===== src/rtl/sleep_scheduler_if.sv =====
// sleep_scheduler_if: groups the scheduler's stimulus inputs and pulse/status outputs.
//   master : drives tick, tired, disturb, action, vital_energy_level;
//            observes sleep_in_signal, wake_up_signal, phase, sleep_debt
//   slave  : the scheduler side (directions mirrored)
interface sleep_scheduler_if;
  logic       tick;
  logic       tired;
  logic       disturb;
  logic [7:0] action;
  logic [1:0] vital_energy_level;
  logic       sleep_in_signal;
  logic       wake_up_signal;
  logic [1:0] phase;
  logic [7:0] sleep_debt;

  modport master (
    output tick, tired, disturb, action, vital_energy_level,
    input  sleep_in_signal, wake_up_signal, phase, sleep_debt
  );

  modport slave (
    input  tick, tired, disturb, action, vital_energy_level,
    output sleep_in_signal, wake_up_signal, phase, sleep_debt
  );
endinterface


===== src/rtl/sleep_scheduler.sv =====
// sleep_scheduler: day/night controller that decides when the creature falls
// asleep and wakes, and issues one-cycle sleep_in/wake_up pulses to the action
// regulator.
// Ports:
//   clk, rst                 clock, asynchronous active-high reset
//   sif (slave)              tick, tired, disturb, action[7:0], vital_energy_level[1:0] in;
//                            sleep_in_signal, wake_up_signal, phase[1:0], sleep_debt[7:0] out
// Optional feature macro: SLEEP_SCHEDULER_DEBT_EN
//   defined   : long awake periods accumulate sleep debt that lengthens the next sleep
//   undefined : sleep_debt is 0 and every sleep requires BASE_SLEEP ticks
module sleep_scheduler #(
  parameter int unsigned DROWSY_TICKS  = 4,
  parameter int unsigned MAX_AWAKE     = 200,
  parameter int unsigned NOMINAL_AWAKE = 120,
  parameter int unsigned MIN_SLEEP     = 16,
  parameter int unsigned BASE_SLEEP    = 32,
  parameter int unsigned MAX_SLEEP     = 255,
  parameter int unsigned GRACE_TICKS   = 8
) (
  input  logic            clk,
  input  logic            rst,
  sleep_scheduler_if.slave sif
);

  localparam logic [2:0] LP_DROWSY    = 3'(DROWSY_TICKS);
  localparam logic [7:0] LP_MAX_AWAKE = 8'(MAX_AWAKE);
  localparam logic [7:0] LP_MIN_SLEEP = 8'(MIN_SLEEP);
  localparam logic [7:0] LP_MAX_SLEEP = 8'(MAX_SLEEP);
  localparam logic [3:0] LP_GRACE     = 4'(GRACE_TICKS);

  typedef enum logic [1:0] {
    PH_AWAKE  = 2'd0,
    PH_DROWSY = 2'd1,
    PH_ASLEEP = 2'd2,
    PH_WAKING = 2'd3
  } phase_e;

  phase_e     r_state,     w_state_nxt;
  logic [7:0] r_awake_cnt, w_awake_cnt_nxt;
  logic [2:0] r_tired_cnt, w_tired_cnt_nxt;
  logic [7:0] r_sleep_cnt, w_sleep_cnt_nxt;
  logic [3:0] r_grace_cnt, w_grace_cnt_nxt;
  logic       r_sleep_in,  w_sleep_in_nxt;
  logic       r_wake_up,   w_wake_up_nxt;

  logic [7:0] w_debt;
  logic [7:0] w_awake_inc;
  logic [2:0] w_tired_inc;
  logic [7:0] w_sleep_inc;
  logic [3:0] w_grace_inc;
  logic [8:0] w_req_sum;
  logic [7:0] w_required;
  logic       w_wake_cond;
  logic [5:0] w_unused_action;

  assign w_unused_action = sif.action[7:2];

  // Saturating increments: counters hold at all-ones instead of wrapping.
  assign w_awake_inc = (r_awake_cnt == 8'hFF) ? r_awake_cnt : r_awake_cnt + 8'd1;
  assign w_tired_inc = (r_tired_cnt == 3'h7)  ? r_tired_cnt : r_tired_cnt + 3'd1;
  assign w_sleep_inc = (r_sleep_cnt == 8'hFF) ? r_sleep_cnt : r_sleep_cnt + 8'd1;
  assign w_grace_inc = (r_grace_cnt == 4'hF)  ? r_grace_cnt : r_grace_cnt + 4'd1;

  // Required sleep length grows with debt, capped at the hard wake limit.
  assign w_req_sum  = 9'(BASE_SLEEP) + {1'b0, w_debt};
  assign w_required = (w_req_sum > 9'(MAX_SLEEP)) ? LP_MAX_SLEEP : w_req_sum[7:0];

  // Wake is only honoured once the minimum sleep has elapsed.
  assign w_wake_cond = (r_sleep_cnt >= LP_MIN_SLEEP) &&
                       (((r_sleep_cnt >= w_required) && (sif.vital_energy_level == 2'd3)) ||
                        sif.disturb ||
                        (r_sleep_cnt == LP_MAX_SLEEP));

  // Next-state, counter and pulse logic.
  always_comb begin
    w_state_nxt     = r_state;
    w_awake_cnt_nxt = r_awake_cnt;
    w_tired_cnt_nxt = r_tired_cnt;
    w_sleep_cnt_nxt = r_sleep_cnt;
    w_grace_cnt_nxt = r_grace_cnt;
    w_sleep_in_nxt  = 1'b0;
    w_wake_up_nxt   = 1'b0;

    case (r_state)
      PH_AWAKE: begin
        if (sif.tick) begin
          w_awake_cnt_nxt = w_awake_inc;
          w_tired_cnt_nxt = sif.tired ? w_tired_inc : 3'd0;
        end
        if ((w_tired_cnt_nxt == LP_DROWSY) || (w_awake_cnt_nxt == LP_MAX_AWAKE)) begin
          w_state_nxt = PH_DROWSY;
        end
      end

      PH_DROWSY: begin
        // Eating is never interrupted; the transition itself is not tick-gated.
        if (!sif.action[1]) begin
          w_sleep_in_nxt  = 1'b1;
          w_state_nxt     = PH_ASLEEP;
          w_sleep_cnt_nxt = 8'd0;
          w_awake_cnt_nxt = 8'd0;
          w_tired_cnt_nxt = 3'd0;
        end
      end

      PH_ASLEEP: begin
        if (sif.tick) begin
          w_sleep_cnt_nxt = w_sleep_inc;
        end
        // Wake has priority over re-commanding SLEEP to an overridden regulator.
        if (w_wake_cond) begin
          w_wake_up_nxt   = 1'b1;
          w_state_nxt     = PH_WAKING;
          w_grace_cnt_nxt = 4'd0;
        end else if (sif.tick && !sif.action[0]) begin
          w_sleep_in_nxt = 1'b1;
        end
      end

      PH_WAKING: begin
        w_tired_cnt_nxt = 3'd0;
        if (sif.tick) begin
          w_grace_cnt_nxt = w_grace_inc;
        end
        if (w_grace_cnt_nxt == LP_GRACE) begin
          w_state_nxt = PH_AWAKE;
        end
      end

      default: begin
        w_state_nxt = PH_AWAKE;
      end
    endcase
  end

  // State, counter and pulse registers.
  always_ff @(posedge clk or posedge rst) begin
    if (rst) begin
      r_state     <= PH_AWAKE;
      r_awake_cnt <= 8'd0;
      r_tired_cnt <= 3'd0;
      r_sleep_cnt <= 8'd0;
      r_grace_cnt <= 4'd0;
      r_sleep_in  <= 1'b0;
      r_wake_up   <= 1'b0;
    end else begin
      r_state     <= w_state_nxt;
      r_awake_cnt <= w_awake_cnt_nxt;
      r_tired_cnt <= w_tired_cnt_nxt;
      r_sleep_cnt <= w_sleep_cnt_nxt;
      r_grace_cnt <= w_grace_cnt_nxt;
      r_sleep_in  <= w_sleep_in_nxt;
      r_wake_up   <= w_wake_up_nxt;
    end
  end

`ifdef SLEEP_SCHEDULER_DEBT_EN
  localparam logic [7:0] LP_NOMINAL = 8'(NOMINAL_AWAKE);

  logic [7:0] r_debt, w_debt_nxt;

  // Debt accrues per tick beyond the nominal awake time and is repaid by time slept.
  always_comb begin
    w_debt_nxt = r_debt;
    if ((r_state == PH_AWAKE) && sif.tick && (r_awake_cnt >= LP_NOMINAL)) begin
      w_debt_nxt = (r_debt == 8'hFF) ? r_debt : r_debt + 8'd1;
    end else if (w_wake_up_nxt) begin
      w_debt_nxt = (r_debt > r_sleep_cnt) ? r_debt - r_sleep_cnt : 8'd0;
    end
  end

  always_ff @(posedge clk or posedge rst) begin
    if (rst) begin
      r_debt <= 8'd0;
    end else begin
      r_debt <= w_debt_nxt;
    end
  end

  assign w_debt = r_debt;
`else
  logic [7:0] w_unused_nominal;

  assign w_unused_nominal = 8'(NOMINAL_AWAKE);
  assign w_debt           = 8'd0;
`endif

  assign sif.phase           = r_state;
  assign sif.sleep_in_signal = r_sleep_in;
  assign sif.wake_up_signal  = r_wake_up;
  assign sif.sleep_debt      = w_debt;

endmodule


===== src/flat_wrapper.sv =====
// flat-port wrapper written by rule: the top's interface ports become plain ports
module sleep_scheduler_flat 
#(
  parameter int unsigned DROWSY_TICKS  = 4,
  parameter int unsigned MAX_AWAKE     = 200,
  parameter int unsigned NOMINAL_AWAKE = 120,
  parameter int unsigned MIN_SLEEP     = 16,
  parameter int unsigned BASE_SLEEP    = 32,
  parameter int unsigned MAX_SLEEP     = 255,
  parameter int unsigned GRACE_TICKS   = 8
)
  (clk, rst, sif_tick, sif_tired, sif_disturb, sif_action, sif_vital_energy_level, sif_sleep_in_signal, sif_wake_up_signal, sif_phase, sif_sleep_debt);
  sleep_scheduler_if sif_i ();
  input  logic clk;
  input  logic rst;
  input wire logic [$bits(sif_i.tick)-1:0] sif_tick;
  input wire logic [$bits(sif_i.tired)-1:0] sif_tired;
  input wire logic [$bits(sif_i.disturb)-1:0] sif_disturb;
  input wire logic [$bits(sif_i.action)-1:0] sif_action;
  input wire logic [$bits(sif_i.vital_energy_level)-1:0] sif_vital_energy_level;
  output wire logic [$bits(sif_i.sleep_in_signal)-1:0] sif_sleep_in_signal;
  output wire logic [$bits(sif_i.wake_up_signal)-1:0] sif_wake_up_signal;
  output wire logic [$bits(sif_i.phase)-1:0] sif_phase;
  output wire logic [$bits(sif_i.sleep_debt)-1:0] sif_sleep_debt;
  assign sif_i.tick = sif_tick;
  assign sif_i.tired = sif_tired;
  assign sif_i.disturb = sif_disturb;
  assign sif_i.action = sif_action;
  assign sif_i.vital_energy_level = sif_vital_energy_level;
  assign sif_sleep_in_signal = sif_i.sleep_in_signal;
  assign sif_wake_up_signal = sif_i.wake_up_signal;
  assign sif_phase = sif_i.phase;
  assign sif_sleep_debt = sif_i.sleep_debt;
  sleep_scheduler #(.DROWSY_TICKS(DROWSY_TICKS), .MAX_AWAKE(MAX_AWAKE), .NOMINAL_AWAKE(NOMINAL_AWAKE), .MIN_SLEEP(MIN_SLEEP), .BASE_SLEEP(BASE_SLEEP), .MAX_SLEEP(MAX_SLEEP), .GRACE_TICKS(GRACE_TICKS)) u_core (.clk(clk), .rst(rst), .sif(sif_i));
endmodule

===== config.mk =====
export PLATFORM = sky130hd
export DESIGN_NAME = sleep_scheduler_flat
export DESIGN_NICKNAME = d
export VERILOG_FILES = /design/src/rtl/sleep_scheduler_if.sv /design/src/rtl/sleep_scheduler.sv /design/src/flat_wrapper.sv
export SDC_FILE = /design/constraint.sdc
export NUM_CORES = 1
export LEC_CHECK = 0
export BUFFER_PORTS_ARGS = -buffer_cell sky130_fd_sc_hd__clkbuf_2
export CORE_ASPECT_RATIO = 0.9
export CORE_MARGIN = 2
export CORE_UTILIZATION = 60
export DETAILED_ROUTE_END_ITERATION = 12
export PLACE_DENSITY = 0.83
export REMOVE_ABC_BUFFERS = 1
export SLEW_MARGIN = 20
export SYNTH_ARGS = -nofsm -noshare
export SYNTH_HDL_FRONTEND = slang
export SYNTH_SLANG_ARGS = --single-unit

===== constraint.sdc =====
create_clock -name clk -period 6.7 [get_ports clk]
set_input_delay 0.67 -clock clk [delete_from_list [all_inputs] [get_ports clk]]
set_output_delay 0.67 -clock clk [all_outputs]
set_load 0.01 [all_outputs]

==> impl_metrics.json <==
{
  "fin_util": 0.6439,
  "r2r_slack_ns": 4.08,
  "post-cts-setup-buffer-count": 0,
  "tritoncts": "done",
  "synthFlopType": "dfrtp_1",
  "syn-cell-area_sq_um": 1899,
  "die_h_microns": 57.38,
  "r2r-end": "u_core.sif.phase[1]",
  "min_period_ns": 2.623,
  "htreeDepth": 1,
  "start_kind": "flip-flop",
  "cts_resized": 0,
  "grt.overflow.total": 0,
  "syn_area_per_cell_sq_um": 8.633,
  "worstPathArrival_ns": 2.86,
  "syn2layout_area_growth_pct": 3.162,
  "wire_per_inst_microns": 13.41,
  "synthTopCellsByArea": "dfrtp_1 (36%), ha_1 (6.6%), nand2_1 (4.5%)",
  "first_global_vias": 1400,
  "worstPathRequired_ns": 6.94,
  "vias": 1550,
  "gp_congestion": 0.8946,
  "cts_buffers": 3,
  "p_leak_nw": 0.8569,
  "maxSlewHeadroom": 0.6194,
  "post-route-drc-count": 0,
  "fin_setup_tns_ns": 0,
  "synth_edf_count": 0,
  "clock_latency_ns": 0.33,
  "wirelength_microns": 3607,
  "worst_slew_pin_slew_ns": 0.5700,
  "dpl.hpwl_microns": 2644,
  "rsz0062_at_grt": "no",
  "drive_gt1_frac": 0.1057,
  "grt_antenna_before_repair": 0,
  "post_drt_via_cell_ratio": 5.762,
  "ys_top_cells_by_count": "dfrtp_1 (27), nand2_1 (23), o21ai_1 (17)",
  "grt_pass1_wl_microns": 6244,
  "first_pass_iters": 4,
  "row_count": 19,
  "finalSetupViolations": 0,
  "grt_start_max_net_pins": 28,
  "cts_hold_buf": 0,
  "crit_start": "u_core.r_awake_cnt[0]",
  "path_clk_slew_ns": 0.15,
  "clockBufferDepth": 2,
  "dr.first_iter.drc_count": 113,
  "grt_use_total": 0.2149,
  "crit_path_max_fanout": 7,
  "numPortBuffers": 12,
  "seq_area_frac_synth": 0.3557,
  "path_class": "reg -> reg",
  "final.period_utilization": 0.3914,
  "yosysWarnings": 0,
  "maxCapViolations": 0,
  "top_level_ports": 27,
  "stdcell_area_sq_um": 1959,
  "synthDominantCellAreaShare": 0.3557,
  "die_w_microns": 63.31,
  "die_area_sq_um": 3632,
  "initial_core_util": 0.6242,
  "synth_top_area_cell": "dfrtp_1",
  "core_sq_um": 3043,
  "finalHoldViolCount": 0,
  "placed_area_sq_um": 1933,
  "p_per_area_nw_per_um2": 315.9,
  "async_flop_share": 1.000,
  "cts.sinks": 27,
  "cts_root_buf": "clkbuf_4",
  "nNetsFinal": 253,
  "n_antenna_cell": 0,
  "antenna_left": 0,
  "drv_slew": 0,
  "fmax_mhz": 381.3,
  "peakVddDrop_mv": 0.2038,
  "crit_path_end_kind": "flip-flop",
  "outcome": "completed",
  "ys_seq_elements": 27,
  "r2r-start": "u_core.r_awake_cnt[0]",
  "hold_class": "in -> async",
  "synthDistinctLibCells": 53,
  "syn_inst": 220,
  "skew_ns": 0.008735,
  "synth.most_common_cell": "dfrtp_1",
  "r2r_cells": 7
}
-- sequential cells by signal, summed over array words and instances, names as in the netlist --
signal and flops:
u_core.r_tired_cnt 3, u_core.r_awake_cnt 8, u_core.r_sleep_cnt 8, u_core.sif.wake_up_signal 1
u_core.sif.phase 2, u_core.r_grace_cnt 4, u_core.sif.sleep_in_signal 1
-- power by group --
group          internal (W)  switching (W)
Sequential         0.000204      0.0000559
Combinational      0.000119       0.000169
Clock             0.0000233      0.0000480
-- worst max path at each step --
stage / endpoint / slack (ns) / depth (start not counted)
5_1_grt: u_core.sif.phase[1] / 3.90 / 7
4_1_cts: u_core.sif.phase[1] / 4.08 / 7
2_1_floorplan: u_core.sif.phase[1] / 4.30 / 6
3_5_place_dp: u_core.sif.phase[1] / 3.88 / 7
6_report: u_core.sif.phase[1] / 4.08 / 7
3_3_place_gp: u_core.sif.phase[1] / 3.90 / 7
-- final cells by class --
type                            count  area (sq um)
Multi-Input combinational cell    172          1100
Fill cell                         266          1084
Sequential cell                    27         675.6
Timing Repair Buffer               12         60.06
Tap cell                           42         52.55
Inverter                           12         45.04
Clock buffer                        4         26.28
-- layer usage --
layer | share of wire | global-route usage | wire, microns | up-vias
li1 | - | - | - | 783
met1 | 0.49 | 0.2941 | 1772 | 739
met2 | 0.48 | 0.3541 | 1714 | 28
met3 | 0.033 | 0.04931 | 119 | 0
met4 | 0 | 0.04658 | 0 | 0
met5 | 0 | 0 | 0 | -
-- cells by family after synthesis --
family	synth area share
compound gates	0.1673
xor+xnor	0.04150
fa+ha+maj	0.06588
buf+inv	0.07905
flops	0.3557
mux	0.04545
other cells	0.001974
simple gates	0.2431
-- stage by stage --
step / worst slack, ns / total power [W] / instances / hold WS (ns)
after floorplan: 4.297 / 0.0004729 / 211 / 0.5035
after global placement: 3.905 / 0.0005390 / 265 / 0.5318
after detailed placement: 3.877 / 0.0005471 / 265 / 0.5457
after CTS: 4.084 / 0.0006206 / 269 / 0.5743
after global routing: 3.899 / 0.0006695 / 269 / 0.3979
final: 4.077 / 0.0006189 / 269 / 0.3517
-- layout by cell type, fill, tap and decap left out, types with 2 or more instances in the layout --
cell        n
nor3_1      9
or3_1       2
nand2b_1    3
o2111ai_1   2
nand2_1    23
nor2b_1     5
nand4_1     4
clkbuf_2   12
and3_4      2
a41oi_1     2
nand3_1    12
nor3b_1     2
dfrtp_1    27
nor2_1     12
and2_1      3
inv_2       2
inv_1      10
a21oi_1    10
clkbuf_4    3
o21ai_0     3
o21ai_1    17
a22o_1      2
xnor2_1     6
mux2i_1     6
nand4b_1    2
xor2_1      3
ha_1       10
conb_1      8
-- critical path, stage by stage (launching register included) --
cell and delay [ns]:
dfrtp_1 0.47, ha_1 0.32, and4_1 0.19, a31oi_1 0.32
a41oi_1 0.16, or4_1 0.50, a31o_1 0.27, mux2_4 0.30
Power figures use the tool's default switching activity.
